**src/rtl/multicycle_control_sequencer.sv**
```systemverilog
// Multicycle control sequencer: walks each instruction through fetch, decode and
// execute/shift/memory/branch phases, driving unpacked datapath controls.
module multicycle_control_sequencer #(
    parameter int unsigned DATA_W      = 16,
    parameter int unsigned REG_AW      = 3,
    parameter int unsigned MEM_TIMEOUT = 15
) (
    input  logic              clk,
    input  logic              rst_n,
    input  logic [15:0]       ir_in,
    input  logic [3:0]        status,
    input  logic              mem_ack,
    output logic              ir_load,
    output logic              pc_inc,
    output logic              pc_load,
    output logic              pc_sel,
    output logic [REG_AW-1:0] da,
    output logic [REG_AW-1:0] aa,
    output logic [REG_AW-1:0] ba,
    output logic              rw,
    output logic [4:0]        fs,
    output logic              mb,
    output logic              md,
    output logic [DATA_W-1:0] imm,
    output logic              mem_req,
    output logic              mem_we,
    output logic              busy,
    output logic [1:0]        fault
);

    localparam int unsigned TMO_W = 8;

    localparam logic [4:0] FS_ADD  = 5'b01000;
    localparam logic [4:0] FS_SUB  = 5'b01001;
    localparam logic [4:0] FS_NEG  = 5'b01011;
    localparam logic [4:0] FS_AND  = 5'b00000;
    localparam logic [4:0] FS_OR   = 5'b00100;
    localparam logic [4:0] FS_XOR  = 5'b01100;
    localparam logic [4:0] FS_NOT  = 5'b00110;
    localparam logic [4:0] FS_MOVA = 5'b00100;
    localparam logic [4:0] FS_SHL  = 5'b10000;
    localparam logic [4:0] FS_SHR  = 5'b10100;
    localparam logic [4:0] FS_MOVB = 5'b11000;

    // Register-form opcodes, keyed on the full IR[15:9]
    localparam logic [6:0] OP_MOVA = 7'h30;
    localparam logic [6:0] OP_MOVB = 7'h31;
    localparam logic [6:0] OP_CLR  = 7'h32;
    localparam logic [6:0] OP_SET  = 7'h33;
    localparam logic [6:0] OP_ADD  = 7'h34;
    localparam logic [6:0] OP_SUB  = 7'h35;
    localparam logic [6:0] OP_INC  = 7'h36;
    localparam logic [6:0] OP_DEC  = 7'h37;
    localparam logic [6:0] OP_NEG  = 7'h38;
    localparam logic [6:0] OP_AND  = 7'h39;
    localparam logic [6:0] OP_OR   = 7'h3A;
    localparam logic [6:0] OP_XOR  = 7'h3B;
    localparam logic [6:0] OP_NOT  = 7'h3C;
    localparam logic [6:0] OP_SHL  = 7'h3D;
    localparam logic [6:0] OP_SHR  = 7'h3E;
    localparam logic [6:0] OP_LDR  = 7'h20;
    localparam logic [6:0] OP_STR  = 7'h21;
    localparam logic [6:0] OP_BRZ  = 7'h22;
    localparam logic [6:0] OP_BRN  = 7'h23;
    localparam logic [6:0] OP_JMP  = 7'h24;

    // Immediate forms: IR[15:13]=10x group, IR[13:11] sub-op, IR[10:8] register
    localparam logic [2:0] IOP_ADI  = 3'd0;
    localparam logic [2:0] IOP_SBI  = 3'd1;
    localparam logic [2:0] IOP_ANDI = 3'd2;
    localparam logic [2:0] IOP_ORI  = 3'd3;
    localparam logic [2:0] IOP_XRI  = 3'd4;
    localparam logic [2:0] IOP_LDI  = 3'd5;
    localparam logic [2:0] IOP_STI  = 3'd6;

    localparam logic [1:0] BR_Z   = 2'd0;
    localparam logic [1:0] BR_N   = 2'd1;
    localparam logic [1:0] BR_JMP = 2'd2;

    typedef enum logic [2:0] {
        S_FETCH  = 3'd0,
        S_DECODE = 3'd1,
        S_EXEC   = 3'd2,
        S_SHIFT  = 3'd3,
        S_MEM    = 3'd4,
        S_BRANCH = 3'd5,
        S_TRAP   = 3'd6
    } state_t;

    typedef struct packed {
        logic [REG_AW-1:0] da;
        logic [REG_AW-1:0] aa;
        logic [REG_AW-1:0] ba;
        logic [4:0]        fs;
        logic              mb;
        logic [DATA_W-1:0] imm;
        logic              store;
        logic [1:0]        br;
    } ctl_t;

    state_t            state_q;
    state_t            state_d;
    state_t            dec_state;
    ctl_t              ctl_q;
    ctl_t              dec;
    logic [15:0]       ir_q;
    logic [1:0]        stat_q;
    logic [2:0]        sh_cnt;
    logic [2:0]        dec_k;
    logic [TMO_W-1:0]  tmo_cnt;
    logic [1:0]        fault_q;
    logic              tmo_hit;
    logic              waiting;
    logic              br_taken;

    logic [6:0]        op;
    logic [REG_AW-1:0] f_da;
    logic [REG_AW-1:0] f_aa;
    logic [REG_AW-1:0] f_ba;
    logic [REG_AW-1:0] f_ri;
    logic [DATA_W-1:0] imm_z;
    logic [DATA_W-1:0] imm_s;
    logic              vc_unused;

    // Branches only consult Z and N; V and C are not retained
    assign vc_unused = ^status[3:2];

    assign op    = ir_q[15:9];
    assign f_da  = REG_AW'(ir_q[8:6]);
    assign f_aa  = REG_AW'(ir_q[5:3]);
    assign f_ba  = REG_AW'(ir_q[2:0]);
    assign f_ri  = REG_AW'(ir_q[10:8]);
    assign imm_z = DATA_W'(ir_q[7:0]);
    assign imm_s = {{(DATA_W-8){ir_q[7]}}, ir_q[7:0]};
    assign dec_k = ir_q[2:0];

    assign waiting = (state_q == S_FETCH) || (state_q == S_MEM);
    assign tmo_hit = waiting && !mem_ack && (tmo_cnt == TMO_W'(MEM_TIMEOUT - 1));
    assign br_taken = (ctl_q.br == BR_Z) ? stat_q[0] : stat_q[1];
    assign fault = fault_q;

    // Instruction decode from the captured IR into per-phase control fields
    always_comb begin
        dec       = '0;
        dec_state = S_TRAP;
        if (op[6:5] == 2'b10) begin
            dec_state = S_EXEC;
            dec.da    = f_ri;
            dec.aa    = f_ri;
            dec.mb    = 1'b1;
            dec.imm   = imm_z;
            case (op[4:2])
                IOP_ADI:  begin dec.fs = FS_ADD; dec.imm = imm_s; end
                IOP_SBI:  begin dec.fs = FS_SUB; dec.imm = imm_s; end
                IOP_ANDI: dec.fs = FS_AND;
                IOP_ORI:  dec.fs = FS_OR;
                IOP_XRI:  dec.fs = FS_XOR;
                IOP_LDI: begin
                    dec.fs    = FS_MOVB;
                    dec.aa    = '0;
                    dec_state = S_MEM;
                end
                IOP_STI: begin
                    dec.fs    = FS_MOVB;
                    dec.da    = '0;
                    dec.aa    = '0;
                    dec.ba    = f_ri;
                    dec.store = 1'b1;
                    dec_state = S_MEM;
                end
                default: dec.fs = FS_MOVB;
            endcase
        end else begin
            dec_state = S_EXEC;
            dec.da    = f_da;
            dec.aa    = f_aa;
            dec.ba    = f_ba;
            case (op)
                OP_MOVA: begin dec.fs = FS_MOVA; dec.ba = f_aa; end
                OP_MOVB: dec.fs = FS_MOVB;
                OP_CLR:  begin dec.fs = FS_AND; dec.mb = 1'b1; end
                OP_SET:  begin dec.fs = FS_OR; dec.mb = 1'b1; dec.imm = '1; end
                OP_ADD:  dec.fs = FS_ADD;
                OP_SUB:  dec.fs = FS_SUB;
                OP_INC:  begin dec.fs = FS_ADD; dec.mb = 1'b1; dec.imm = DATA_W'(1); end
                OP_DEC:  begin dec.fs = FS_SUB; dec.mb = 1'b1; dec.imm = DATA_W'(1); end
                OP_NEG:  dec.fs = FS_NEG;
                OP_AND:  dec.fs = FS_AND;
                OP_OR:   dec.fs = FS_OR;
                OP_XOR:  dec.fs = FS_XOR;
                OP_NOT:  dec.fs = FS_NOT;
                OP_SHL, OP_SHR: begin
                    if (dec_k == 3'd0) begin
                        dec.fs = FS_MOVA;
                        dec.ba = f_aa;
                    end else begin
                        dec.fs    = (op == OP_SHL) ? FS_SHL : FS_SHR;
                        dec.ba    = '0;
                        dec_state = S_SHIFT;
                    end
                end
                OP_LDR: begin
                    dec.ba    = '0;
                    dec_state = S_MEM;
                end
                OP_STR: begin
                    dec.da    = '0;
                    dec.store = 1'b1;
                    dec_state = S_MEM;
                end
                OP_BRZ, OP_BRN: begin
                    dec.da    = '0;
                    dec.aa    = '0;
                    dec.ba    = '0;
                    dec.imm   = imm_s;
                    dec.br    = (op == OP_BRN) ? BR_N : BR_Z;
                    dec_state = S_BRANCH;
                end
                OP_JMP: begin
                    dec.da    = '0;
                    dec.ba    = '0;
                    dec.br    = BR_JMP;
                    dec_state = S_BRANCH;
                end
                default: dec_state = S_TRAP;
            endcase
        end
    end

    always_ff @(posedge clk or negedge rst_n) begin
        if (!rst_n) begin
            state_q <= S_FETCH;
        end else begin
            state_q <= state_d;
        end
    end

    // IR, decoded fields, branch flags, shift and timeout counters, fault code
    always_ff @(posedge clk or negedge rst_n) begin
        if (!rst_n) begin
            ir_q    <= '0;
            ctl_q   <= '0;
            stat_q  <= '0;
            sh_cnt  <= '0;
            tmo_cnt <= '0;
            fault_q <= 2'b00;
        end else begin
            if (state_q == S_FETCH && mem_ack) begin
                ir_q <= ir_in;
            end
            if (state_q == S_DECODE) begin
                ctl_q  <= dec;
                stat_q <= status[1:0];
                sh_cnt <= dec_k;
                if (dec_state == S_TRAP) begin
                    fault_q <= 2'b01;
                end
            end
            // In-place shift: after the first step the source is the destination
            if (state_q == S_SHIFT) begin
                ctl_q.aa <= ctl_q.da;
                sh_cnt   <= sh_cnt - 3'd1;
            end
            if (waiting && !mem_ack) begin
                tmo_cnt <= tmo_cnt + TMO_W'(1);
            end else begin
                tmo_cnt <= '0;
            end
            if (tmo_hit) begin
                fault_q <= 2'b10;
            end
        end
    end

    // Next state and datapath controls; everything is held low while in reset
    always_comb begin
        state_d = state_q;
        ir_load = 1'b0;
        pc_inc  = 1'b0;
        pc_load = 1'b0;
        pc_sel  = 1'b0;
        da      = '0;
        aa      = '0;
        ba      = '0;
        rw      = 1'b0;
        fs      = '0;
        mb      = 1'b0;
        md      = 1'b0;
        imm     = '0;
        mem_req = 1'b0;
        mem_we  = 1'b0;
        busy    = 1'b0;
        if (rst_n) begin
            case (state_q)
                S_FETCH: begin
                    mem_req = 1'b1;
                    if (mem_ack) begin
                        ir_load = 1'b1;
                        state_d = S_DECODE;
                    end else if (tmo_hit) begin
                        state_d = S_TRAP;
                    end
                end
                S_DECODE: begin
                    busy    = 1'b1;
                    state_d = dec_state;
                end
                S_EXEC: begin
                    busy    = 1'b1;
                    rw      = 1'b1;
                    pc_inc  = 1'b1;
                    da      = ctl_q.da;
                    aa      = ctl_q.aa;
                    ba      = ctl_q.ba;
                    fs      = ctl_q.fs;
                    mb      = ctl_q.mb;
                    imm     = ctl_q.imm;
                    state_d = S_FETCH;
                end
                S_SHIFT: begin
                    busy = 1'b1;
                    rw   = 1'b1;
                    da   = ctl_q.da;
                    aa   = ctl_q.aa;
                    fs   = ctl_q.fs;
                    if (sh_cnt == 3'd1) begin
                        pc_inc  = 1'b1;
                        state_d = S_FETCH;
                    end
                end
                S_MEM: begin
                    busy    = 1'b1;
                    mem_req = 1'b1;
                    mem_we  = ctl_q.store;
                    da      = ctl_q.da;
                    aa      = ctl_q.aa;
                    ba      = ctl_q.ba;
                    fs      = ctl_q.fs;
                    mb      = ctl_q.mb;
                    imm     = ctl_q.imm;
                    if (mem_ack) begin
                        pc_inc  = 1'b1;
                        rw      = !ctl_q.store;
                        md      = !ctl_q.store;
                        state_d = S_FETCH;
                    end else if (tmo_hit) begin
                        state_d = S_TRAP;
                    end
                end
                S_BRANCH: begin
                    busy    = 1'b1;
                    imm     = ctl_q.imm;
                    state_d = S_FETCH;
                    if (ctl_q.br == BR_JMP) begin
                        pc_load = 1'b1;
                        pc_sel  = 1'b1;
                        aa      = ctl_q.aa;
                    end else if (br_taken) begin
                        pc_load = 1'b1;
                    end else begin
                        pc_inc = 1'b1;
                    end
                end
                S_TRAP: begin
                    busy = 1'b1;
                end
                default: begin
                    state_d = S_FETCH;
                end
            endcase
        end
    end

endmodule

```
**config.mk**
```make
export PLATFORM = sky130hd
export DESIGN_NAME = multicycle_control_sequencer
export DESIGN_NICKNAME = d
export VERILOG_FILES = /design/src/rtl/multicycle_control_sequencer.sv
export SDC_FILE = /design/constraint.sdc
export NUM_CORES = 1
export LEC_CHECK = 0
export CORE_MARGIN = 2
export CORE_UTILIZATION = 57
export CTS_CLUSTER_DIAMETER = 40
export DETAILED_ROUTE_END_ITERATION = 6
export GPL_TIMING_DRIVEN = 1
export PLACE_DENSITY = 0.95
export SKIP_LAST_GASP = 1
export SYNTH_ARGS = -nofsm -noshare
export SYNTH_HDL_FRONTEND = slang
export SYNTH_SLANG_ARGS = --single-unit
```
**constraint.sdc**
```tcl
create_clock -name clk -period 4.15 [get_ports clk]
set_input_delay 0.6225 -clock clk [delete_from_list [all_inputs] [get_ports clk]]
set_output_delay 0.6225 -clock clk [all_outputs]
set_load 0.1 [all_outputs]
```
==> results.txt <==
----------------------------------------------------
[Floorplan]
  Die boundary width ... approximately 83 µm
  Die outline height ... 83.0 µm
  Core ar. ... approximately 6000 µm²
  Initial cell density of the core ... between 50 and 60%
  I/O pin count ... 65
  Die ar. ... 6890 µm²
  Number of placement rows ... 28

[Setup path]
  Worst endpoint data arrival time ... 2.62 ns
  Worst Path Max Fanout ... 23
  Crit path launch type ... flop
  Worst setup EP type ... output pin
  Critical path class ... flop to output pin
  Data required time of the worst path ... 3.53 ns

[Synth]
  Synth Instances ... between 300 and 400
  Average cell area after synthesis ... between 9 and 10 µm²
  Number of enable flip-flop cells after synthesis ... 0
  Cell taking the most area after synthesis ... dfrtp_1
  Fraction of synthesis flops using an asynchronous set or reset pin ... between 90% and 100%
  Top area cells in the synthesized netlist ... dfrtp_1, nand2_1, and2_1
  Synthesis-stage register bit count ... a little over 60
  Portion of the post-synthesis area used by sequential elements ... 42.9%
  Netlist area before placement ... 3560 µm²
  Library cell with the highest instance count after synthesis ... dfrtp_1
  Area fraction of the dominant cell type after synthesis ... between 40% and 50%
  Distinct cell type count after synthesis ... 65
  Number of warnings reported in the yosys synthesis log ... 0
  Synth Flop Type ... dfrtp_1
  Top post-synthesis cells by count ... dfrtp_1, nand2_1, nor2_1, o21ai_0, and2_1
  Synth Net Count ... 422

[Final layout]
  Fraction of final layout cells with drive strength greater than 1 ... a little under a fifth
  Layout fillers ... 460
  Final antenna diode count ... 0
  Area grow syn2layout ... 19.0%
  Footprint of the multi-input gates ... around 1800 µm²
  Final layout net count ... around 470
  Fraction of the core area covered by cells at the end of the flow ... 70.7%
  Area of all sequential standard cells ... between 1500 and 2000 µm²

[Pwr]
  Power per unit of standard cell area ... a little under 800 nW/µm²
  Largest voltage drop on the vdd net ... ~0.51 mV
  Cell leakage power ... around 1.9 nW

[Routing]
  Total via count after detailed routing ... 3152
  Routed len/inst ... between 15 and 20 µm
  # DRC ... 0
  Detailed Route Iter0 Violations ... 326
  Number of nets with antenna violations after routing ... 0
  Post-detailed-routing wire length ... ~9000 µm
  Drt via density ... between 6 and 7
  Total iterations of the first detailed-routing run ... 5

[Timing]
  Final setup violation count ... 0
  Count of endpoints failing hold in the final timing report ... 0
  Share of the clock period used by the worst path ... 78.1%
  Clock period minus final worst setup slack ... 3.24 ns
  Slew of the pin with the lowest slew margin ... 0.966 ns
  Final WS setup ... between 0.9 and 1 ns
  Post-route clock skew ... ~0.0077 ns
  Setup repair after global routing missed its margin ... no
  Pins over their slew limit ... 0
  Rel. slew slack ... 35.4%
  Setup_tns ... 0 ns
  Peak Freq ... 0.309 GHz

[Clock network]
  CTS sink cnt ... 61
  Post-CTS Setup Repair Bufs ... 0
  Total of hold buffers inserted after clock tree synthesis ... 0
  Number of cells upsized or downsized after cts ... 0
  Clock tree buffer depth ... 2
  CTS buffer count ... 9
  Root Driver ... clkbuf_8
  Register clock-pin slew on the reported worst setup and hold paths ... roughly 0.070 ns
  Clk_lat worst skew ... ~0.34 ns
  TritonCTS clock tree ... yes
  Number of levels in the clock H-tree ... 3

[GRT]
  Aggregate global routing overflow ... 0
  Overall Global Routing Usage ... about a quarter
  Pin count of the biggest net entering global routing ... 43
  Vias in the first global route ... between 2000 and 3000
  Wire length of the first global-routing pass ... approximately 15000 µm
  Initial antenna violation count ... 0

[Job]
  Number of violations of the max-capacitance limit ... 0

[Placed design]
  Setup WS pre-CTS ... approximately 1.3 ns
  Placed wire-length estimate ... roughly 6300 µm
  Placer congestion estimate ... about 0.9
  Buffers on Ports ... 62

[Worst hold path]
  Class of the tightest hold or removal check ... primary input to async pin

[Outcome]
  Result of the run ... finished, final reports clean

----------------------------------------------------
==> area by class of cell <==
class | count | area share (%)
clock buffers | 10 | 3.02
clock inverters | 6 | 1.51
inverters | 12 | 1.06
multi-input cells | 287 | 43.1
flip-flops and latches | 61 | 36.1
well taps | 75 | 2.22
repair buffers | 67 | 13.1
==> placed cells by master, fill, tap and decap left out, types with 5 or more instances in the layout <==
cell / instances
nor2_1: 30
nand3_1: 14
a21oi_1: 21
nand2_1: 40
mux2_2: 12
nand2b_1: 8
o21ai_1: 6
or3_1: 6
xor2_1: 5
a31oi_1: 6
clkbuf_8: 9
o21ai_0: 25
nor2b_1: 9
a32oi_1: 5
inv_1: 12
and2_1: 23
buf_4: 45
clkdlybuf4s50_1: 21
dfrtp_1: 61
==> through the flow <==
stage               cell area [µm²]  cells  total power [W]  hold WS [ns]
global route                   4230    518          0.00348         0.391
finish                         4230    518          0.00328         0.336
CTS                            4230    518          0.00327         0.359
floorplan                      3560    395          0.00236         0.327
detailed placement             4040    502          0.00274         0.466
global placement               4040    502          0.00267         0.456
==> worst paths after layout <==
check / from / to / slack (ns) / depth (start not counted)
worst min register to register: ctl_q[6] / ctl_q[6] / 0.48 / 2
max in group asynchronous: rst_n / ctl_q[17] / 3.44 / 2
min in group clk: ctl_q[6] / ctl_q[6] / 0.48 / 2
worst min-delay path: rst_n / tmo_cnt[4] / 0.34 / 2
worst max-delay path: state_q[1] / imm[14] / 0.91 / 4
worst max register to register: state_q[1] / ctl_q[25] / 1.94 / 5
==> logic make-up after synthesis <==
kind of cell	synth area share (%)
simple gates	24.4
compound gates	18.9
flops	42.9
buf+inv	6.19
mux	4.40
xor+xnor	1.72
fa+ha+maj	1.41
==> worst max-delay path: stages, from the launching register on <==
cell	delay, ns
dfrtp_1	0.62
nand2b_1	0.34
a21boi_1	0.59
and2_1	0.37
buf_4	0.35
==> per-layer routing <==
metal | GRT usage (%) | up-vias | part of all wire, % | wire (µm)
li1 | - | 1476 | - | -
met1 | 34.1 | 1511 | 41 | 3580
met2 | 43.3 | 148 | 50 | 4360
met3 | 5.07 | 17 | 7.3 | 642
met4 | 10.3 | 0 | 2.1 | 180
met5 | 0 | - | 0 | 0
==> power by group <==
part           total (W)  leakage [nW]  switching, W  internal, W
sequential       0.00116         0.772      0.000340     0.000823
clock           0.000519        0.0923      0.000243     0.000276
combinational    0.00160         0.990       0.00105     0.000551
==> sequential cells by signal (all words and copies together) (netlist names) <==
register  flops
ctl_q        27
fault         2
ir_q         16
sh_cnt        3
stat_q        2
state_q       3
tmo_cnt       8
(Power assumes the default switching activity.)
